File: src/rtl/serial_pattern_scan_ctrl.sv
// -----------------------------------------------------------------------------
// serial_pattern_scan_ctrl
//
// Purpose:
//   Takes parallel words over a valid/ready handshake. Each word is fed into an
//   embedded Moore "10010" detector, MSB first, one bit per clock. The module
//   counts the detector hits in the word and returns the count over a
//   valid/ready result handshake.
//
// Handshake semantics (both ports):
//   A transfer happens on a rising clk edge where valid and ready are both 1.
//   A producer holds valid (and data) until that edge. Ready may depend on
//   state only, never on valid.
//
// Parameters:
//   WORD_W - bits per input word (>= 2)
//   CNT_W  - width of the saturating per-word hit counter
//
// Ports:
//   clk, rst      - clock; synchronous active-high reset
//   in_valid      - producer offers in_word
//   in_ready      - controller is IDLE and can accept a word
//   in_word       - word to scan; bit WORD_W-1 is consumed first
//   keep_ctx      - sampled at acceptance; 0 restarts the detector at S0
//   out_valid     - result available (DONE)
//   out_ready     - consumer takes the result
//   out_hits      - hits counted in the scanned word (saturating)
//   busy          - high in SHIFT or DONE
//   det_state     - current detector state (0..5), for debug
//
// Optional feature (macro SCAN_FIRST_POS_EN):
//   out_any_hit   - at least one hit occurred in the word
//   out_first_pos - consumption index (0 = MSB) of the bit that caused the
//                   first hit. Both outputs are cleared at reset and at
//                   acceptance, and are valid together with out_valid.
// -----------------------------------------------------------------------------
module serial_pattern_scan_ctrl #(
   parameter int WORD_W = 8,
   parameter int CNT_W  = 4
) (
   input  logic              clk,
   input  logic              rst,
   input  logic              in_valid,
   output logic              in_ready,
   input  logic [WORD_W-1:0] in_word,
   input  logic              keep_ctx,
   output logic              out_valid,
   input  logic              out_ready,
   output logic [CNT_W-1:0]  out_hits,
   output logic              busy,
   output logic [2:0]        det_state
`ifdef SCAN_FIRST_POS_EN
   ,
   output logic                      out_any_hit,
   output logic [$clog2(WORD_W)-1:0] out_first_pos
`endif
);

   localparam int BW = $clog2(WORD_W);
   localparam logic [BW-1:0] LAST_BIT = BW'(WORD_W - 1);

   localparam logic [2:0] S0 = 3'd0;
   localparam logic [2:0] S1 = 3'd1;
   localparam logic [2:0] S2 = 3'd2;
   localparam logic [2:0] S3 = 3'd3;
   localparam logic [2:0] S4 = 3'd4;
   localparam logic [2:0] S5 = 3'd5;

   typedef enum logic [1:0] {
      IDLE  = 2'd0,
      SHIFT = 2'd1,
      DONE  = 2'd2
   } ctrl_t;

   ctrl_t             state;
   logic [WORD_W-1:0] word_q;
   logic [BW-1:0]     bit_cnt;
   logic [CNT_W-1:0]  hit_cnt;
   logic [2:0]        det_q;
   logic              in_ready_q;
   logic              out_valid_q;
   logic              busy_q;
`ifdef SCAN_FIRST_POS_EN
   logic              any_hit_q;
   logic [BW-1:0]     first_pos_q;
`endif

   // Detector next-state function. Encodings 6 and 7 recover to S0.
   function automatic logic [2:0] det_next_f(input logic [2:0] s, input logic b);
      logic [2:0] n;
      n = S0;
      case (s)
         S0: n = b ? S1 : S0;
         S1: n = b ? S1 : S2;
         S2: n = b ? S1 : S3;
         S3: n = b ? S4 : S0;
         S4: n = b ? S1 : S5;
         S5: n = b ? S1 : S3;
         default: n = S0;
      endcase
      return n;
   endfunction

   // The word register shifts left each SHIFT cycle, so the bit being consumed
   // is always the MSB: word[WORD_W-1-bit_cnt] of the originally latched word.
   logic       cur_bit;
   logic [2:0] det_nxt;
   logic       hit;

   always_comb begin
      cur_bit = word_q[WORD_W-1];
      det_nxt = det_next_f(det_q, cur_bit);
      hit     = (det_nxt == S5);
   end

   always_ff @(posedge clk) begin
      if (rst) begin
         state       <= IDLE;
         word_q      <= '0;
         bit_cnt     <= '0;
         hit_cnt     <= '0;
         det_q       <= S0;
         in_ready_q  <= 1'b1;
         out_valid_q <= 1'b0;
         busy_q      <= 1'b0;
`ifdef SCAN_FIRST_POS_EN
         any_hit_q   <= 1'b0;
         first_pos_q <= '0;
`endif
      end else begin
         case (state)
            IDLE: begin
               if (in_valid) begin
                  word_q      <= in_word;
                  bit_cnt     <= '0;
                  hit_cnt     <= '0;
                  if (!keep_ctx) det_q <= S0;
                  in_ready_q  <= 1'b0;
                  busy_q      <= 1'b1;
                  state       <= SHIFT;
`ifdef SCAN_FIRST_POS_EN
                  any_hit_q   <= 1'b0;
                  first_pos_q <= '0;
`endif
               end
            end
            SHIFT: begin
               det_q   <= det_nxt;
               word_q  <= {word_q[WORD_W-2:0], 1'b0};
               bit_cnt <= bit_cnt + 1'b1;
               // The hit is counted on the same edge as the bit that causes it.
               if (hit && (hit_cnt != {CNT_W{1'b1}})) hit_cnt <= hit_cnt + 1'b1;
`ifdef SCAN_FIRST_POS_EN
               if (hit && !any_hit_q) begin
                  any_hit_q   <= 1'b1;
                  first_pos_q <= bit_cnt;
               end
`endif
               if (bit_cnt == LAST_BIT) begin
                  out_valid_q <= 1'b1;
                  state       <= DONE;
               end
            end
            DONE: begin
               if (out_ready) begin
                  out_valid_q <= 1'b0;
                  busy_q      <= 1'b0;
                  in_ready_q  <= 1'b1;
                  state       <= IDLE;
               end
            end
            default: begin
               out_valid_q <= 1'b0;
               busy_q      <= 1'b0;
               in_ready_q  <= 1'b1;
               state       <= IDLE;
            end
         endcase
      end
   end

   assign in_ready  = in_ready_q;
   assign out_valid = out_valid_q;
   assign busy      = busy_q;
   assign out_hits  = hit_cnt;
   assign det_state = det_q;
`ifdef SCAN_FIRST_POS_EN
   assign out_any_hit   = any_hit_q;
   assign out_first_pos = first_pos_q;
`endif

endmodule

File: config.mk
export PLATFORM = sky130hd
export DESIGN_NAME = serial_pattern_scan_ctrl
export DESIGN_NICKNAME = d
export VERILOG_FILES = /design/src/rtl/serial_pattern_scan_ctrl.sv
export SDC_FILE = /design/constraint.sdc
export NUM_CORES = 1
export LEC_CHECK = 0
export ABC_AREA = 1
export CAP_MARGIN = 20
export CORE_MARGIN = 2
export CORE_UTILIZATION = 40
export CTS_CLUSTER_SIZE = 40
export DETAILED_ROUTE_END_ITERATION = 8
export PLACE_DENSITY = 0.71
export RECOVER_POWER = 25
export SLEW_MARGIN = 30
export SYNTH_ARGS = -nofsm -noshare
export SYNTH_HDL_FRONTEND = slang
export SYNTH_SLANG_ARGS = --single-unit
File: constraint.sdc
create_clock -name clk -period 1.6 [get_ports clk]
set_input_delay 0.32 -clock clk [delete_from_list [all_inputs] [get_ports clk]]
set_output_delay 0.32 -clock clk [all_outputs]
set_load 0.01 [all_outputs]
==> out/qor.yml, run 1 <==
dpl-instance-area_mm2: 0.001348
path_class: "register to primary output"
gp_congestion: 0.7493
finalSetupViolCount: 0
synth_xor_area_share_pct: 0.7955
p_sw_share_pct: 27.42
r2r_cells: 5
avgRoutedWirePerCell_um: 10.93
antenna_found_initial: 0
port_buffers: 22
whs_ns: 0.4731
synth_top_family_by_area: "simple AND/OR/NAND/NOR gates"
clock.fmax_mhz: 647.5
power_leakage_nw: 0.5943
setup_slack_ns: 0.05554
synthMuxAreaShare_pct: 0
yosysWarningCount: 0
ys_ff_latch: 23
p_int_mw: 0.8050
grt_pass1_vias: 946
vias_per_cell: 5.005
fp.dieW_um: 56.47
drtIter0Drc: 31
slew_violations: 0
fin_crit_sh_pct: 96.53
yosysSeqAreaShare_pct: 41.82
power_frac_seq_pct: 57.3
endpoint: "out_hits[2]"
synth_area_mm2: 0.001101
cp-end-kind: "primary output"
postCtsHoldBufs: 0
row_count: 19
finalClockSkew_ns: 0.003964
clock_power_share_pct: 23.5
synth_cell_types: 29
cts_made_buffers: 3
tightestPinTransition_ns: 0.4002
fin_util_pct: 51.75
htree_num_levels: 1
netSwitchingPower_mw: 0.3041
drive_above_1_share_pct: 11.45
clk_latency_ns: 0.30
root_buffer: "clkbuf_4"
wl_mm: 2.154
die_y_um: 56.47
grt_pass1_wl_mm: 3.781
combinationalPowerShare_pct: 19.2
core_mm2: 0.002686
slowest_delay_ns: 0.53
synthCells: 142
die_area_mm2: 0.003188
synth_area_leaders: "dfxtp_1 (42%), nand2_1 (9.9%), a21oi_1 (8.6%)"
worstSetupStartpointType: "register"
required_ns: 1.28
slew_headroom_pct: 73.32
yosysTopAreaCell: "dfxtp_1"
peakVddDrop_mv: 0.5250
worstPathCellList: "clkdlybuf4s50_1"
antenna_cells: 0
clockBufferDepth: 2
path_buf_inv: 1
cp.depth: 1
clk_transition_reported_paths_ns: 0.12
ioPinCount: 23
synth_fa_ha_area_share_pct: 3.409
regToRegStartpoint: "state[0]"
fill_cells: 274
drc: 0
grt_max_degree: 18
start_util_pct: 40.99
synth_fp_nets: 158
status: "finished, final reports clean"
grtUsageTotal_pct: 14.74
cts_sinks: 23
rrSetupSlack_ns: 0.14
slowest_stage: "clkdlybuf4s50_1"
detail-route-antenna-nets: 0
grt.overflow.total: 0
hold_viol_final: 0
crit_start: "out_hits[2]"
pre_cts_ws_ns: 0.06644
hp-class: "register to register"
cp_max_fo: 6
p_per_area_mw_per_mm2: 797.9
hpwl_mm: 1.666
syn-mean-instance-area_um2: 7.754
fin_setup_tns_ns: 0
rr_endpoint: "bit_cnt[1]"
synth_compound_area_share_pct: 20.23
finalCriticalPeriod_ns: 1.544
stdcell_area_mm2: 0.001390
nNetsFinal: 183
rsz0062_at_grt: "no"
yosys.area.top_type_share_pct: 41.82
drtPass1Iterations: 6
drv_cap: 0
crit_family: "buffers and inverters"
cts_tree: "yes"
synth-simple-area-share_pct: 26.48
crit_arrival_ns: 1.22
vias: 986
area_delta_synth_final_pct: 26.25
[worst min-delay path: cells and delay by family (launching register included)]
kind | cells | cell delay (ns)
AND/OR/NAND/NOR | 2 | 0.10
flip-flops | 1 | 0.34
[cells in the mapped netlist (all sizes together)]
cell type  number
nand2          34
dfxtp          23
a21oi          19
nor2           16
inv            10
o21ai          10
o22ai           7
nand3           6
buf             3
ha              3
clkinv          2
nand3b          2
o21a            2
and3            1
clkbuf          1
nand4           1
o211ai          1
xnor2           1
[cells in the final DEF, fill, tap and decap left out, types with 3 or more instances in the layout]
cell / instances
a21oi_1: 19
clkbuf_4: 3
clkdlybuf4s50_1: 19
dfxtp_1: 19
dfxtp_4: 3
dlymetal6s2s_1: 3
ha_1: 3
inv_1: 8
nand2_1: 29
nand2_2: 3
nand3_1: 6
nor2_1: 14
o21ai_0: 7
o22ai_1: 7
[metal layers]
layer  global-route usage [%]  part of all wire, %  routed length [um]  vias up
met5                        0                    0                   0        -
met4                    7.143                  1.7                  36        0
met3                    2.074                  3.2                  68        4
met2                    27.24                   49                1061       14
met1                    16.21                   46                 988      444
li1                         -                    -                   -      524
[registers in the layout, summed over array words and instances, names as in the netlist]
name	flops
out_hits	4
in_ready	1
word_q	8
det_state	3
busy	1
out_valid	1
state	2
bit_cnt	3
[how the worst min path moves through the flow]
stage / slack [ns] / cells after the start / end / startpoint
5_1_grt: 0.49 / 2 / in_ready / in_ready
3_5_place_dp: 0.46 / 2 / in_ready / in_ready
4_1_cts: 0.48 / 1 / bit_cnt[0] / bit_cnt[0]
6_report: 0.47 / 2 / in_ready / in_ready
3_3_place_gp: 0.44 / 1 / bit_cnt[0] / bit_cnt[0]
2_1_floorplan: 0.42 / 2 / in_ready / rst
[layout make-up]
class / count / area [um^2] / share of cell area (%)
clock buffers: 4 / 26.28 / 1.890
well taps: 31 / 38.79 / 2.790
inverters: 12 / 52.55 / 3.780
flip-flops and latches: 23 / 473.0 / 34.02
repair buffers: 24 / 239.0 / 17.19
multi-input cells: 103 / 560.5 / 40.32
[stage by stage]
step	power, mW	std cells
finish	1.109	197
floorplan	0.7893	142
global route	1.185	197
global placement	0.8623	193
detailed placement	0.8693	193
CTS	1.129	197
[power by group through the flow]
stage,combinational (mW),sequential [mW],clock (mW)
6_report,0.212,0.635,0.261
5_1_grt,0.240,0.641,0.305
4_1_cts,0.218,0.641,0.271
3_5_place_dp,0.217,0.653,0
3_3_place_gp,0.212,0.651,0
2_1_floorplan,0.138,0.651,0
[cells by family after synthesis]
logic type,after synthesis
xor+xnor,1
compound gates,39
fa+ha+maj,3
simple gates,60
flops,23
buf+inv,16
[repair_timing]
action | 4_1_cts | 5_1_grt
setup buffers | 0 | 0
endpoints found under the setup margin | 5 | 6
resized for setup | 5 | 9
No activity file was read; power rests on OpenSTA's default activity.
==> run 2, diff against run 1 <==
--- a/config.mk
+++ b/config.mk
@@ -12,7 +12,7 @@
 export CTS_CLUSTER_SIZE = 40
 export DETAILED_ROUTE_END_ITERATION = 8
 export PLACE_DENSITY = 0.71
-export RECOVER_POWER = 25
+export RECOVER_POWER = 50
 export SLEW_MARGIN = 30
 export SYNTH_ARGS = -nofsm -noshare
 export SYNTH_HDL_FRONTEND = slang
==> run 2 against run 1 <==
Against the previous run: utilization down 0.28 points; die area unchanged; clock power about the same; first-iteration DRC count unchanged; power about the same; sequential share of layout area up 0.18 points; global-route usage unchanged; combinational power about the same; critical path type unchanged; highest routed layer unchanged.
==> out/qor.yml, run 2 (synthesis results as in run 1) <==
slowest_delay_ns: 0.53
antenna_found_initial: 0
cts_sinks: 23
grt_pass1_vias: 946
htree_num_levels: 1
fp.dieW_um: 56.47
die_y_um: 56.47
cp_max_fo: 6
clockBufferDepth: 2
p_sw_share_pct: 27.43
hpwl_mm: 1.666
start_util_pct: 40.99
power_frac_seq_pct: 57.3
avgRoutedWirePerCell_um: 10.94
dr_wl_met2_mm: 1.053
rr_endpoint: "bit_cnt[1]"
clock_power_share_pct: 23.7
vias_per_cell: 4.995
required_ns: 1.28
dpl-instance-area_mm2: 0.001348
power_mw: 1.108
finalSetupViolCount: 0
ioPinCount: 23
drtIter0Drc: 31
clk_transition_reported_paths_ns: 0.12
finalCriticalPeriod_ns: 1.547
stdcell_area_mm2: 0.001383
port_buffers: 22
slew_headroom_pct: 73.32
crit_arrival_ns: 1.23
hold_depth: 2
largest_register_ffs: 8
slowest_stage: "clkdlybuf4s50_1"
peakVddDrop_mv: 0.5249
regToRegStartpoint: "state[0]"
drtPass1Iterations: 6
wl_mm: 2.155
fin_util_pct: 51.47
fin_crit_sh_pct: 96.69
grt_pass1_wl_mm: 3.781
drv_cap: 0
p_per_area_mw_per_mm2: 801.5
drc: 0
endpoint: "out_hits[2]"
root_buffer: "clkbuf_4"
grt.overflow.total: 0
top_register: "word_q"
row_count: 19
netSwitchingPower_mw: 0.3040
crit_start: "out_hits[2]"
grtUsageTotal_pct: 14.74
vias: 984
hold_viol_final: 0
antenna_cells: 0
tightestPinTransition_ns: 0.4002
finalClockSkew_ns: 0.004113
fin_setup_tns_ns: 0
die_area_mm2: 0.003188
wl_met3_um: 69
clock.fmax_mhz: 646.4
clk_latency_ns: 0.30
grt_max_degree: 18
cts_tree: "yes"
mostFrequentLayoutCell: "nand2_1"
combinationalPowerShare_pct: 18.9
nNetsFinal: 183
r2r_cells: 5
drive_above_1_share_pct: 10.84
final_cell_mix: "nand2_1 (30), a21oi_1 (19), dfxtp_1 (19), clkdlybuf4s50_1 (19), nor2_1 (14)"
core_mm2: 0.002686
rrSetupSlack_ns: 0.14
power_leakage_nw: 0.5905
detail-route-antenna-nets: 0
dr.max_layer_used: "met4"
pre_cts_ws_ns: 0.06644
status: "finished, final reports clean"
p_int_mw: 0.8042
cts_setup_buffers: 0
path_buf_inv: 1
slew_violations: 0
cp.depth: 1
cp-end-kind: "primary output"
met1Wirelength_um: 991
setup_slack_ns: 0.05301
path_class: "register to primary output"
hp-class: "register to register"
rsz0062_at_grt: "no"
cts_made_buffers: 3
area_delta_synth_final_pct: 25.57
crit_family: "buffers and inverters"
worstSetupStartpointType: "register"
worstPathCellList: "clkdlybuf4s50_1"
gp_congestion: 0.7493
## run 2: cell count changes in the layout (fill, tap and decap cells not counted)
cell / before / now
nand2_4: 2 / 1
nand2_1: 29 / 30
## run 2: power by group through the flow
stage / Combinational (mW) / Clock, mW / Sequential [mW]
floorplan: 0.138 / 0 / 0.651
global placement: 0.212 / 0 / 0.651
detailed placement: 0.217 / 0 / 0.653
CTS: 0.218 / 0.271 / 0.641
global route: 0.237 / 0.305 / 0.641
finish: 0.210 / 0.263 / 0.635
## run 2: area by class of cell
type	count	area [um^2]
Clock buffer	4	26.28
Timing Repair Buffer	24	239.0
Fill cell	276	1304
Sequential cell	23	473.0
Tap cell	31	38.79
Multi-Input combinational cell	103	553.0
Inverter	12	52.55
## run 2: what timing repair did
| action | 4_1_cts | 5_1_grt |
|---|---|---|
| gates cloned | 0 | 0 |
| hold buffers | 0 | 0 |
| setup endpoints to repair | 5 | 6 |
| pin swaps | 0 | 0 |
| gates resized for setup | 5 | 9 |
## run 2: metal layers
| layer | global-route usage, % | up-vias |
|---|---|---|
| li1 | - | 523 |
| met1 | 16.21 | 441 |
| met3 | 2.074 | 5 |
| met5 | 0 | - |
| met4 | 7.143 | 0 |
| met2 | 27.24 | 15 |
## run 2: through the flow
step | cells | hold slack [ns]
floorplan | 142 | 0.4205
global placement | 193 | 0.4443
detailed placement | 193 | 0.4574
CTS | 197 | 0.4767
global route | 197 | 0.4929
finish | 197 | 0.4731
## run 2: worst min-delay path by stage
| stage | slack (ns) | endpoint | start |
|---|---|---|---|
| floorplan | 0.42 | in_ready | rst |
| global placement | 0.44 | bit_cnt[0] | bit_cnt[0] |
| detailed placement | 0.46 | in_ready | in_ready |
| CTS | 0.48 | bit_cnt[0] | bit_cnt[0] |
| global route | 0.49 | in_ready | in_ready |
| finish | 0.47 | in_ready | in_ready |
## run 2: worst register-to-register path, cell delays in order (launching register included)
cell	delay (ns)
dfxtp_1	0.51
inv_4	0.12
nor2_8	0.14
clkbuf_1	0.35
nand2_1	0.10
a21oi_1	0.18
==> run 3, diff against run 2 <==
--- a/config.mk
+++ b/config.mk
@@ -11,7 +11,8 @@
 export CORE_UTILIZATION = 40
 export CTS_CLUSTER_SIZE = 40
 export DETAILED_ROUTE_END_ITERATION = 8
-export PLACE_DENSITY = 0.71
+export DONT_BUFFER_PORTS = 1
+export PLACE_DENSITY = 0.6
 export RECOVER_POWER = 50
 export SLEW_MARGIN = 30
 export SYNTH_ARGS = -nofsm -noshare
==> run 3 against run 2 <==
Against the previous run: clock-buffer cell count is the same; sequential share of layout area grew 5.8 points; sequential power is essentially flat; wire length is essentially flat; clock skew shrank 0.0019 ns; via count shrank 6.2%; register-to-register slack gained 0.09 ns; critical path type is now register to register; critical endpoint is now out_hits[1]; highest routed layer unchanged.
==> out/qor.yml, run 3 (synthesis results as in run 1) <==
vias: 923
hp-start: "rst"
clockBufferDepth: 2
nNetsFinal: 162
avgRoutedWirePerCell_um: 12.23
finalClockSkew_ns: 0.002224
largest_register_ffs: 8
worstPathCellList: "inv_4 > nor2_8 > nand2_4 > o21ai_4 > inv_1 > nor2_1 > nor2_1"
crit_top_cell: "nor2_1"
clk_latency_ns: 0.31
hp-class: "input pin to register"
rsz0062_at_grt: "no"
peakVddDrop_mv: 0.5316
start_util_pct: 40.99
multiInputGateArea_um2: 560.5
drtPass1Iterations: 4
finalSetupViolCount: 0
fin_setup_tns_ns: 0
slowest_stage: "dfxtp_1"
crit_arrival_ns: 1.58
final_cell_count_no_fill: 176
gp_congestion: 0.8375
cp-end-kind: "register"
hold_depth: 1
r2r_cells: 7
clk_transition_reported_paths_ns: 0.12
grt_pass1_wl_mm: 3.581
root_buffer: "clkbuf_4"
rr_endpoint: "out_hits[1]"
slew_violations: 0
grtUsageTotal_pct: 14.22
hpwl_mm: 1.635
regToRegStartpoint: "state[0]"
grt_pass1_vias: 855
cts_setup_buffers: 0
wl_mm: 2.153
antenna_found_initial: 0
fin_crit_sh_pct: 85.32
drv_cap: 0
slowest_delay_ns: 0.51
path_buf_inv: 2
antenna_cells: 0
row_count: 19
dp_cells: 172
cp_max_fo: 14
cts_resized: 0
grt_max_degree: 18
die_area_mm2: 0.003188
drtIter0Drc: 25
fill_cells: 286
ioPinCount: 23
rrSetupSlack_ns: 0.23
postCtsHoldBufs: 0
p_per_area_mw_per_mm2: 918.8
ff_latch_area_um2: 460.4
cts_tree: "yes"
final_cell_mix: "nand2_1 (29), dfxtp_1 (23), a21oi_1 (19), nor2_1 (14), inv_1 (8)"
die_y_um: 56.47
required_ns: 1.82
tightestPinTransition_ns: 0.3227
area_delta_synth_final_pct: 4.432
fp.dieW_um: 56.47
power_leakage_nw: 0.4545
status: "finished, final reports clean"
cts_made_buffers: 3
slew_headroom_pct: 78.49
port_buffers: 0
worstSetupStartpointType: "register"
cts_sinks: 23
drc: 0
top_register: "word_q"
path_class: "register to register"
vias_per_cell: 5.244
finalCriticalPeriod_ns: 1.365
hold_viol_final: 0
drive_above_1_share_pct: 9.655
hold_path_end: "word_q[0]"
detail-route-antenna-nets: 0
htree_num_levels: 1
crit_family: "flip-flops"
power_mw: 1.056
grt.overflow.total: 0
mostFrequentLayoutCell: "nand2_1"
crit_start: "state[0]"
clock.fmax_mhz: 732.5
core_mm2: 0.002686
-- run 3: changes by cell type in the layout (fill, tap and decap cells not counted), sizes merged --
cell,change
clkdlybuf4s50,-19
dlymetal6s2s,-3
clkbuf,+2
buf,-1
-- run 3: final cells by class --
type	instances	area share (%)
Multi-Input combinational cell	103	48.75
Sequential cell	23	40.04
Inverter	12	4.570
Tap cell	31	3.373
Clock buffer	4	2.285
Timing Repair Buffer	3	0.9793
-- run 3: per-layer routing --
metal	GRT usage, %	share of wire [%]	up-vias
met5	0	0	-
met1	17.10	44	413
met2	22.76	48	21
met4	8.163	2.5	0
li1	-	-	482
met3	3.687	4.6	7
-- run 3: worst max path at each step --
stage | depth (start not counted) | slack [ns] | end
after floorplan | 8 | 0.36 | out_hits[0]
after global placement | 7 | 0.30 | out_hits[0]
after detailed placement | 7 | 0.24 | out_hits[1]
after CTS | 7 | 0.22 | out_hits[1]
after global routing | 7 | 0.12 | out_hits[1]
final | 7 | 0.23 | out_hits[1]
-- run 3: stage by stage --
step / util (%) / cell area (um^2) / setup WS (ns) / hold slack (ns)
3_3_place_gp: 42.25 / 1135 / 0.2960 / 0.3907
5_1_grt: 42.80 / 1150 / 0.1174 / 0.03328
6_report: 42.80 / 1150 / 0.2348 / 0.06233
4_1_cts: 43.22 / 1161 / 0.2229 / 0.04508
3_5_place_dp: 42.25 / 1135 / 0.2437 / 0.3934
2_1_floorplan: - / 1101 / 0.3609 / 0.4205
-- run 3: power breakdown --
part	internal [mW]	total (mW)	switching [mW]
combinational	0.0589	0.157	0.0984
sequential	0.609	0.638	0.0291
clock	0.0973	0.261	0.164
total	0.765	1.06	0.291
